## src/rtl/spi_master_if.sv

```systemverilog
// spi_master_if: word-level request/response bus between a requester and spi_master.
interface spi_master_if #(parameter int WIDTH = 32);
    logic [WIDTH-1:0] tx_data;
    logic             tx_valid;
    logic             tx_ready;
    logic [WIDTH-1:0] rx_data;
    logic             rx_valid;
    logic             busy;
    modport master (output tx_data, tx_valid, input tx_ready, rx_data, rx_valid, busy);
    modport slave (input tx_data, tx_valid, output tx_ready, rx_data, rx_valid, busy);
endinterface

```

## src/rtl/spi_master.sv

```systemverilog
// spi_master: mode-0 SPI master, one full-duplex MSB-first WIDTH-bit word per request.
// Optional active-low chip select cs_n when SPI_MASTER_CS_EN is defined.
module spi_master #(
    parameter int WIDTH   = 32,
    parameter int CLK_DIV = 4
) (
    input  logic        clk,
    input  logic        reset,
    spi_master_if.slave bus,
    output logic        sck,
    output logic        sdo,
    input  logic        sdi
`ifdef SPI_MASTER_CS_EN
    , output logic      cs_n
`endif
);
    localparam int DW = $clog2(CLK_DIV) + 1;
    localparam int BW = $clog2(WIDTH) + 1;
    typedef enum logic [1:0] {IDLE, SHIFT, DONE} state_t;
    state_t state, state_nx;
    logic [DW-1:0]    div_cnt;
    logic [BW-1:0]    bit_cnt;
    logic [WIDTH-1:0] tx_sr, rx_sr, rx_word;
    logic accept, tick, rise, fall, last;
    assign accept = bus.tx_valid && state == IDLE;
    assign tick   = state == SHIFT && div_cnt == DW'(CLK_DIV - 1);
    assign rise   = tick && !sck;
    assign fall   = tick && sck;
    assign last   = fall && bit_cnt == BW'(WIDTH - 1);
    assign bus.rx_data = rx_word;
`ifdef SPI_MASTER_CS_EN
    assign cs_n = state != SHIFT;
`endif
    always_ff @(posedge clk or posedge reset)
        if (reset) state <= IDLE;
        else state <= state_nx;
    always_comb begin
        state_nx     = state;
        bus.tx_ready = state == IDLE;
        bus.busy     = state != IDLE;
        bus.rx_valid = state == DONE;
        state_nx     = accept ? SHIFT : last ? DONE : state == DONE ? IDLE : state;
    end
    always_ff @(posedge clk or posedge reset)
        if (reset) begin
            div_cnt <= '0;
            bit_cnt <= '0;
            tx_sr   <= '0;
            rx_sr   <= '0;
            rx_word <= '0;
            sck     <= 1'b0;
            sdo     <= 1'b0;
        end else if (accept) begin
            tx_sr   <= bus.tx_data;
            sdo     <= bus.tx_data[WIDTH-1];
            div_cnt <= '0;
            bit_cnt <= '0;
        end else if (state == SHIFT) begin
            div_cnt <= tick ? '0 : div_cnt + DW'(1);
            if (tick) sck <= ~sck;
            if (rise) rx_sr <= {rx_sr[WIDTH-2:0], sdi};
            // sdo holds bit 0 after the final falling edge
            if (fall) begin
                tx_sr   <= tx_sr << 1;
                bit_cnt <= bit_cnt + BW'(1);
                if (!last) sdo <= tx_sr[WIDTH-2];
            end
            if (last) rx_word <= rx_sr;
        end
endmodule
```

## src/flat_wrapper.sv

```systemverilog
// flat-port wrapper written by rule: the top's interface ports become plain ports
module spi_master_flat 
#(
    parameter int WIDTH   = 32,
    parameter int CLK_DIV = 4
)
  (clk, reset, sck, sdo, sdi, bus_tx_data, bus_tx_valid, bus_tx_ready, bus_rx_data, bus_rx_valid, bus_busy);
  spi_master_if #(.WIDTH(WIDTH)) bus_i ();
  input  logic clk;
  input  logic reset;
  output logic sck;
  output logic sdo;
  input  logic sdi;
  input wire logic [$bits(bus_i.tx_data)-1:0] bus_tx_data;
  input wire logic [$bits(bus_i.tx_valid)-1:0] bus_tx_valid;
  output wire logic [$bits(bus_i.tx_ready)-1:0] bus_tx_ready;
  output wire logic [$bits(bus_i.rx_data)-1:0] bus_rx_data;
  output wire logic [$bits(bus_i.rx_valid)-1:0] bus_rx_valid;
  output wire logic [$bits(bus_i.busy)-1:0] bus_busy;
  assign bus_i.tx_data = bus_tx_data;
  assign bus_i.tx_valid = bus_tx_valid;
  assign bus_tx_ready = bus_i.tx_ready;
  assign bus_rx_data = bus_i.rx_data;
  assign bus_rx_valid = bus_i.rx_valid;
  assign bus_busy = bus_i.busy;
  spi_master #(.WIDTH(WIDTH), .CLK_DIV(CLK_DIV)) u_core (.clk(clk), .reset(reset), .bus(bus_i), .sck(sck), .sdo(sdo), .sdi(sdi));
endmodule
```

## config.mk

```make
export PLATFORM = sky130hd
export DESIGN_NAME = spi_master_flat
export DESIGN_NICKNAME = d
export VERILOG_FILES = /design/src/rtl/spi_master_if.sv /design/src/rtl/spi_master.sv /design/src/flat_wrapper.sv
export SDC_FILE = /design/constraint.sdc
export NUM_CORES = 1
export LEC_CHECK = 0
export BUFFER_PORTS_ARGS = -buffer_cell sky130_fd_sc_hd__buf_2
export CORE_UTILIZATION = 58
export CTS_BUF_LIST = sky130_fd_sc_hd__clkbuf_8
export DETAILED_ROUTE_END_ITERATION = 8
export PLACE_DENSITY = 0.86
export SLEW_MARGIN = 0
export SYNTH_ARGS = -nofsm -noshare
export SYNTH_HDL_FRONTEND = slang
export SYNTH_SLANG_ARGS = --single-unit
```

## constraint.sdc

```tcl
create_clock -name clk -period 5.1 [get_ports clk]
set_clock_uncertainty 0.2 [all_clocks]
set_input_delay 1.275 -clock clk [delete_from_list [all_inputs] [get_ports clk]]
set_output_delay 1.275 -clock clk [all_outputs]
set_load 0.02 [all_outputs]
```

# Yosys cells after proc, flatten, opt, wreduce, memory -nomap -nowiden
# Cells that the tools add are included.
[op_classes]
add_sub_neg = 2
eq_ne = 5
mux = 16
bitwise_logic = 2
n_reduce_logical = 16
[ops]
columns = ["operator", "count"]
rows = [
  ["$mux W31", 3],
  ["$mux W6", 3],
  ["$reduce_and A3 Y1", 4],
  ["$mux W3", 3],
  ["$add A6 B1 Y6 const B", 1],
  ["$eq A6 B5 Y1 const B", 1],
  ["$mux W2", 3],
  ["$reduce_bool A2 Y1", 3],
  ["$logic_and A1 B1 Y1", 5],
  ["$mux W1", 4],
  ["$add A3 B1 Y3 const B", 1],
  ["$eq A3 B2 Y1 const B", 1],
  ["$reduce_bool A3 Y1", 1],
  ["$eq A2 B1 Y1 const B", 1],
  ["$eq A2 B2 Y1 const B", 1],
  ["$logic_not A2 Y1", 1],
  ["$ne A2 B1 Y1 const B", 1],
  ["$not A1 Y1", 2],
  ["$reduce_and A2 Y1", 1],
  ["$logic_not A1 Y1", 1],
]
[word_totals]
regBits = 108
inputBits = 36
out_inout_bits = 37
word_cells = 49

# Longest topological paths before layout
[logic_depth]
ltp_word = 8
depth_mapped = 8
mapped_depth_nobuf = 5

# Worst setup path after synthesis
# No wires, ideal clock.
[synth_timing]
path_type = "register to output"
from = "reg u_core.state[0]"
to = "out bus_busy"
t_arrival_ps = 1050
required_time_ps = 3625
slack_ps = 2575
stages_incl_launch_ff = 4
path_buffers = 1
cell_sequence = "dfrtp_1 > buf_6 > nor2_1 > inv_1"
[synth_between]
elab_chain_len = 1
[synth_rtl]
columns = ["element", "line_no", "text"]
rows = [
  ["start, declared", "spi_master.sv:20", "state_t state, state_nx;"],
  ["start signal, assigned", "spi_master.sv:36", "else state <= state_nx;"],
  ["$reduce_bool A2 Y1", "spi_master.sv:40", "bus.busy = state != IDLE;"],
  ["end, declared", "flat_wrapper.sv:19", "output wire logic [$bits(bus_i.busy)-1:0] bus_busy;"],
]
# Every way passes these cells.

# Worst setup path after layout
[layout_timing]
from = "in bus_tx_valid"
to = "reg u_core.sdo"
[layout_between]
elab_chain_len = 3
elab_cells_between_ends = 6
classes_between = "eq/ne (1); mux (1); reduce/logical (4)"
[layout_rtl]
columns = ["element", "line_no", "text"]
rows = [
  ["start, declared", "flat_wrapper.sv:15", "input wire logic [$bits(bus_i.tx_valid)-1:0] bus_tx_valid;"],
  ["$logic_and A1 B1 Y1 *", "spi_master.sv:25", "assign accept = bus.tx_valid && state == IDLE;"],
  ["$ne A2 B1 Y1 (no line) or $reduce_bool A2 Y1 (tied branches)", "-", ""],
  ["$reduce_and A3 Y1 (no line)", "-", ""],
  ["end signal, assigned", "spi_master.sv:55", "sdo <= bus.tx_data[WIDTH-1];"],
  ["end signal, assigned", "spi_master.sv:66", "if (!last) sdo <= tx_sr[WIDTH-2];"],
  ["end, declared", "spi_master.sv:11", "output logic sdo,"],
]
# Every way passes the cells marked *; elsewhere a longest branch is shown, timed or not.
# A chain may end at the register's enable or synchronous reset.

==> impl_metrics.prom <==
# TYPE chip_impl_metric gauge
chip_impl_metric{name="placed_cells_incl_taps",unit=""} 496
chip_impl_metric{name="hold_path_depth",unit=""} 2
chip_impl_metric{name="drc",unit=""} 0
chip_impl_metric{name="grt_pass1_vias",unit=""} 2719
chip_impl_metric{name="rr_worst_depth",unit=""} 5
chip_impl_metric{name="post_synthesis_net_count",unit=""} 377
chip_impl_info{name="setup.worst_path.end_class",value="flop"} 1
chip_impl_metric{name="weighted_congestion_reported_at_the_end_of_routability_driven_placement",unit=""} 0.729
chip_impl_metric{name="setup_viol",unit=""} 0
chip_impl_metric{name="cap_violations",unit=""} 0
chip_impl_metric{name="antenna_found_initial",unit=""} 0
chip_impl_metric{name="worst_hold_slack",unit="ps"} 288
chip_impl_metric{name="detail_route.vias_per_cell",unit=""} 5.40
chip_impl_metric{name="dp.final_hpwl",unit="um"} 5300
chip_impl_metric{name="synthesis.area_per_instance",unit="sq um"} 13.6
chip_impl_metric{name="cts_post_setup_buffers_inserted",unit=""} 0
chip_impl_metric{name="leakage",unit="nW"} 2.82
chip_impl_metric{name="drv_slew",unit=""} 0
chip_impl_metric{name="yosysUniqueCellTypes",unit=""} 31
chip_impl_metric{name="floorplan.die_area",unit="sq um"} 8340
chip_impl_metric{name="powerDensity",unit="nW/um^2"} 419
chip_impl_metric{name="start_util",unit="%"} 59.9
chip_impl_metric{name="synth-simple-area-share",unit="%"} 8.85
chip_impl_metric{name="syn2layout_area_growth",unit="%"} 11.9
chip_impl_metric{name="yosys.area.top_type_share",unit="%"} 58.4
chip_impl_metric{name="drtPass1Iterations",unit=""} 4
chip_impl_metric{name="min_period_over_period",unit="%"} 59.5
chip_impl_metric{name="clkPwrFrac",unit="%"} 23.8
chip_impl_metric{name="clock_tree.htree_level_count",unit=""} 3
chip_impl_metric{name="global_route.usage.met3",unit="%"} 3.52
chip_impl_metric{name="die-height",unit="um"} 91.3
chip_impl_info{name="rr_startpoint",value="u_core.div_cnt[0]$_DFFE_PP0P_"} 1
chip_impl_info{name="busiest_layer",value="met2"} 1
chip_impl_metric{name="final_net_count",unit=""} 443
chip_impl_info{name="worst-setup-path-type",value="input port to flop"} 1
chip_impl_info{name="ys_top_cells_by_area",value="sky130_fd_sc_hd__dfrtp_1 58%, sky130_fd_sc_hd__mux2_4 19%, sky130_fd_sc_hd__nand2_1 5.8%"} 1
chip_impl_metric{name="die_w",unit="um"} 91.3
chip_impl_info{name="rsz0062_at_grt",value="false"} 1
chip_impl_metric{name="setup_tns",unit="ps"} 0
chip_impl_metric{name="syn-cell-area",unit="sq um"} 4630
chip_impl_metric{name="drt-initial-drc-count",unit=""} 97
chip_impl_metric{name="drt-total-wl",unit="um"} 8000
chip_impl_metric{name="route.antenna.remaining_nets",unit=""} 0
chip_impl_metric{name="grt_max_degree",unit=""} 57
chip_impl_info{name="reg2reg_to",value="u_core.sdo$_DFFE_PP0P_"} 1
chip_impl_metric{name="postSynthCellCount",unit=""} 339
chip_impl_metric{name="share_seq_of_total_power",unit="%"} 54.0
chip_impl_metric{name="post_cts.resized_instances",unit=""} 0
chip_impl_metric{name="groute.layer.met1.usage",unit="%"} 29.9
chip_impl_info{name="cts_tree",value="built"} 1
chip_impl_info{name="main_combinational_cell_family_by_area_after_synthesis",value="multiplexers"} 1
chip_impl_metric{name="crit_path_max_fanout",unit=""} 20
chip_impl_metric{name="cts_num_sinks",unit=""} 108
chip_impl_metric{name="synth_xor_area_share",unit="%"} 0.757
chip_impl_metric{name="fraction_of_layout_cells_with_a_size_suffix_above_1",unit="%"} 39.5
chip_impl_metric{name="synth.yosys.seq_area_share",unit="%"} 58.4
chip_impl_metric{name="multiplexer_area_fraction_after_synthesis",unit="%"} 20.7
chip_impl_metric{name="cts_made_buffers",unit=""} 9
chip_impl_metric{name="antenna_cells_inserted",unit=""} 0
chip_impl_metric{name="sw_pwr",unit="W"} 0.000709
chip_impl_info{name="min_delay_worst_endpoint",value="u_core.tx_sr[14]$_DFFE_PP0P_"} 1
chip_impl_metric{name="grt_overflow_total",unit=""} 0
chip_impl_metric{name="synth_warn",unit=""} 0
chip_impl_metric{name="min_period",unit="ps"} 3040
chip_impl_metric{name="portBuffers",unit=""} 72
chip_impl_metric{name="combinational_power_share",unit="%"} 22.3
chip_impl_info{name="hold_class",value="flop to flop"} 1
chip_impl_metric{name="power.ir.vdd_worst",unit="V"} 0.000270
chip_impl_info{name="holdCritStartpoint",value="u_core.tx_sr[14]$_DFFE_PP0P_"} 1
chip_impl_info{name="root_buffer",value="sky130_fd_sc_hd__clkbuf_8"} 1
chip_impl_metric{name="timing.critical_path.arrival",unit="ps"} 3100
chip_impl_metric{name="cp_data_required_time",unit="ps"} 5160
chip_impl_metric{name="pin_count",unit=""} 73
chip_impl_metric{name="stdcell_count",unit=""} 512
chip_impl_metric{name="synth-compound-area-share",unit="%"} 6.41
chip_impl_metric{name="relSlewSlack",unit="%"} 16.6
chip_impl_metric{name="placeableCoreArea",unit="sq um"} 7730
chip_impl_metric{name="finalHoldViolations",unit=""} 0
chip_impl_metric{name="cts_buffer_depth",unit=""} 2
chip_impl_metric{name="post_synth_fa_ha_maj_area_fraction",unit="%"} 0.541
chip_impl_metric{name="gr_usage_total",unit="%"} 20.7
chip_impl_metric{name="sw_frac_of_total",unit="%"} 32.7
chip_impl_metric{name="worstSkewPairLatency",unit="ps"} 370
chip_impl_metric{name="route.vias.total",unit=""} 2764
chip_impl_metric{name="cts_hold_bufs",unit=""} 0
chip_impl_metric{name="tightest_slew",unit="ps"} 1250
chip_impl_metric{name="grt_use_met2",unit="%"} 30.9
chip_impl_metric{name="avgRoutedWirePerCell",unit="um"} 15.6
chip_impl_metric{name="placementRows",unit=""} 32
chip_impl_info{name="synth_largest_area_cell",value="sky130_fd_sc_hd__dfrtp_1"} 1
chip_impl_metric{name="cell_internal_pwr",unit="W"} 0.00146
chip_impl_info{name="outcome",value="finished clean"} 1
chip_impl_info{name="critical_path.startpoint_type",value="input port"} 1
chip_impl_metric{name="post_synthesis_sequential_element_count",unit=""} 108
chip_impl_metric{name="maxClockFrequency",unit="GHz"} 0.329
chip_impl_metric{name="rrSetupSlack",unit="ps"} 2230
chip_impl_metric{name="global_route_wire_length_before_repair",unit="um"} 13400
chip_impl_metric{name="clk_pin_slew_worst_paths",unit="ps"} 110
cell usage after synthesis:
cell	n
sky130_fd_sc_hd__dfrtp_1	108
sky130_fd_sc_hd__nand2_1	72
sky130_fd_sc_hd__mux2_4	58
sky130_fd_sc_hd__a22oi_1	30
sky130_fd_sc_hd__buf_6	13
sky130_fd_sc_hd__mux2_2	7
sky130_fd_sc_hd__nor2_1	7
sky130_fd_sc_hd__buf_2	5
sky130_fd_sc_hd__inv_1	4
sky130_fd_sc_hd__nand3_1	4
sky130_fd_sc_hd__o21ai_0	4
sky130_fd_sc_hd__xor2_1	4
sky130_fd_sc_hd__buf_1	3
sky130_fd_sc_hd__and3_1	2
sky130_fd_sc_hd__ha_1	2
sky130_fd_sc_hd__a211oi_1	1
sky130_fd_sc_hd__a21oi_1	1
sky130_fd_sc_hd__a221oi_1	1
sky130_fd_sc_hd__a32o_1	1
sky130_fd_sc_hd__and2_1	1
sky130_fd_sc_hd__and4bb_1	1
sky130_fd_sc_hd__mux2i_1	1
sky130_fd_sc_hd__nand2b_1	1
sky130_fd_sc_hd__nand4_4	1
sky130_fd_sc_hd__nor2b_1	1
sky130_fd_sc_hd__nor2b_4	1
sky130_fd_sc_hd__nor3b_1	1
sky130_fd_sc_hd__nor4_1	1
sky130_fd_sc_hd__o21a_1	1
sky130_fd_sc_hd__o21ai_1	1
sky130_fd_sc_hd__o21bai_1	1
registers in the layout, indices dropped and copies added, names as in the netlist:
signal and flops:
u_core.state 2, u_core.bus.rx_data 32, u_core.tx_sr 31, u_core.sck 1
u_core.sdo 1, u_core.rx_sr 32, u_core.bit_cnt 6, u_core.div_cnt 3
worst max-delay path, cell delays in order:
cell                       delay, ps
sky130_fd_sc_hd__buf_2           100
sky130_fd_sc_hd__nor3b_2         980
sky130_fd_sc_hd__buf_4           390
sky130_fd_sc_hd__a211oi_1         80
sky130_fd_sc_hd__a221oi_1        260
layout by cell type (no fill, tap or decap), drive strengths merged, types with 2 or more instances in the layout:
cell / synthesis / layout
dfrtp: 108 / 108
buf: 21 / 76
nand2: 72 / 72
mux2: 65 / 65
a22oi: 30 / 30
clkbuf: 0 / 9
nor2: 7 / 7
inv: 4 / 7
o21ai: 5 / 5
nand3: 4 / 4
xor2: 4 / 4
clkinv: 0 / 4
and3: 2 / 2
ha: 2 / 2
nor2b: 2 / 2
worst max path at each step:
stage / start / endpoint / slack (ps) / depth (start not counted)
after global routing: bus_tx_valid / u_core.sdo$_DFFE_PP0P_ / 1950 / 5
final: bus_tx_valid / u_core.sdo$_DFFE_PP0P_ / 2060 / 5
after global placement: bus_tx_valid / u_core.sdo$_DFFE_PP0P_ / 1790 / 5
after floorplan: reset / u_core.bit_cnt[0]$_DFFE_PP0P_ / 780 / 1
after CTS: bus_tx_valid / u_core.sdo$_DFFE_PP0P_ / 2110 / 5
after detailed placement: bus_tx_valid / u_core.sdo$_DFFE_PP0P_ / 1720 / 5
kinds of logic after synthesis:
kind of cell | count (synthesis)
buffers and inverters | 25
muxes | 66
AOI/OAI and AO/OA | 41
DFF | 108
and+or+nand+nor | 93
xor gates and xnor gates | 4
adders and majority gates | 2
power by group through the flow:
| stage | registers, W | clock network [W] | logic [W] |
|---|---|---|---|
| floorplan | 0.00115 | 0 | 0.000444 |
| global placement | 0.00117 | 0 | 0.000465 |
| detailed placement | 0.00118 | 0 | 0.000491 |
| CTS | 0.00117 | 0.000522 | 0.000490 |
| global route | 0.00119 | 0.000554 | 0.000543 |
| finish | 0.00117 | 0.000515 | 0.000483 |
layout make-up:
cell class / count / area (sq um)
clock buffer: 9 / 124
clock inverter: 7 / 78.8
fill: 555 / 2550
inverter: 4 / 17.5
multi-input combinational: 206 / 1730
sequential: 108 / 2700
tap: 102 / 128
timing repair buffer: 76 / 390
routing by layer:
metal  part of all wire, %  vias up
met2                    46       72
met5                     0        -
met3                   3.3       17
li1                      -     1299
met4                   2.5        0
met1                    48     1376
metrics by stage:
step	cell area [sq um]	utilization, %	setup WS, ps	power, W
final	5170	67.0	2060	0.00217
after global routing	5170	67.0	1950	0.00229
after CTS	5170	67.0	2110	0.00218
after detailed placement	4970	64.3	1720	0.00167
after global placement	4970	64.3	1790	0.00164
after floorplan	4630	-	779	0.00159
(Power assumes the default switching activity.)
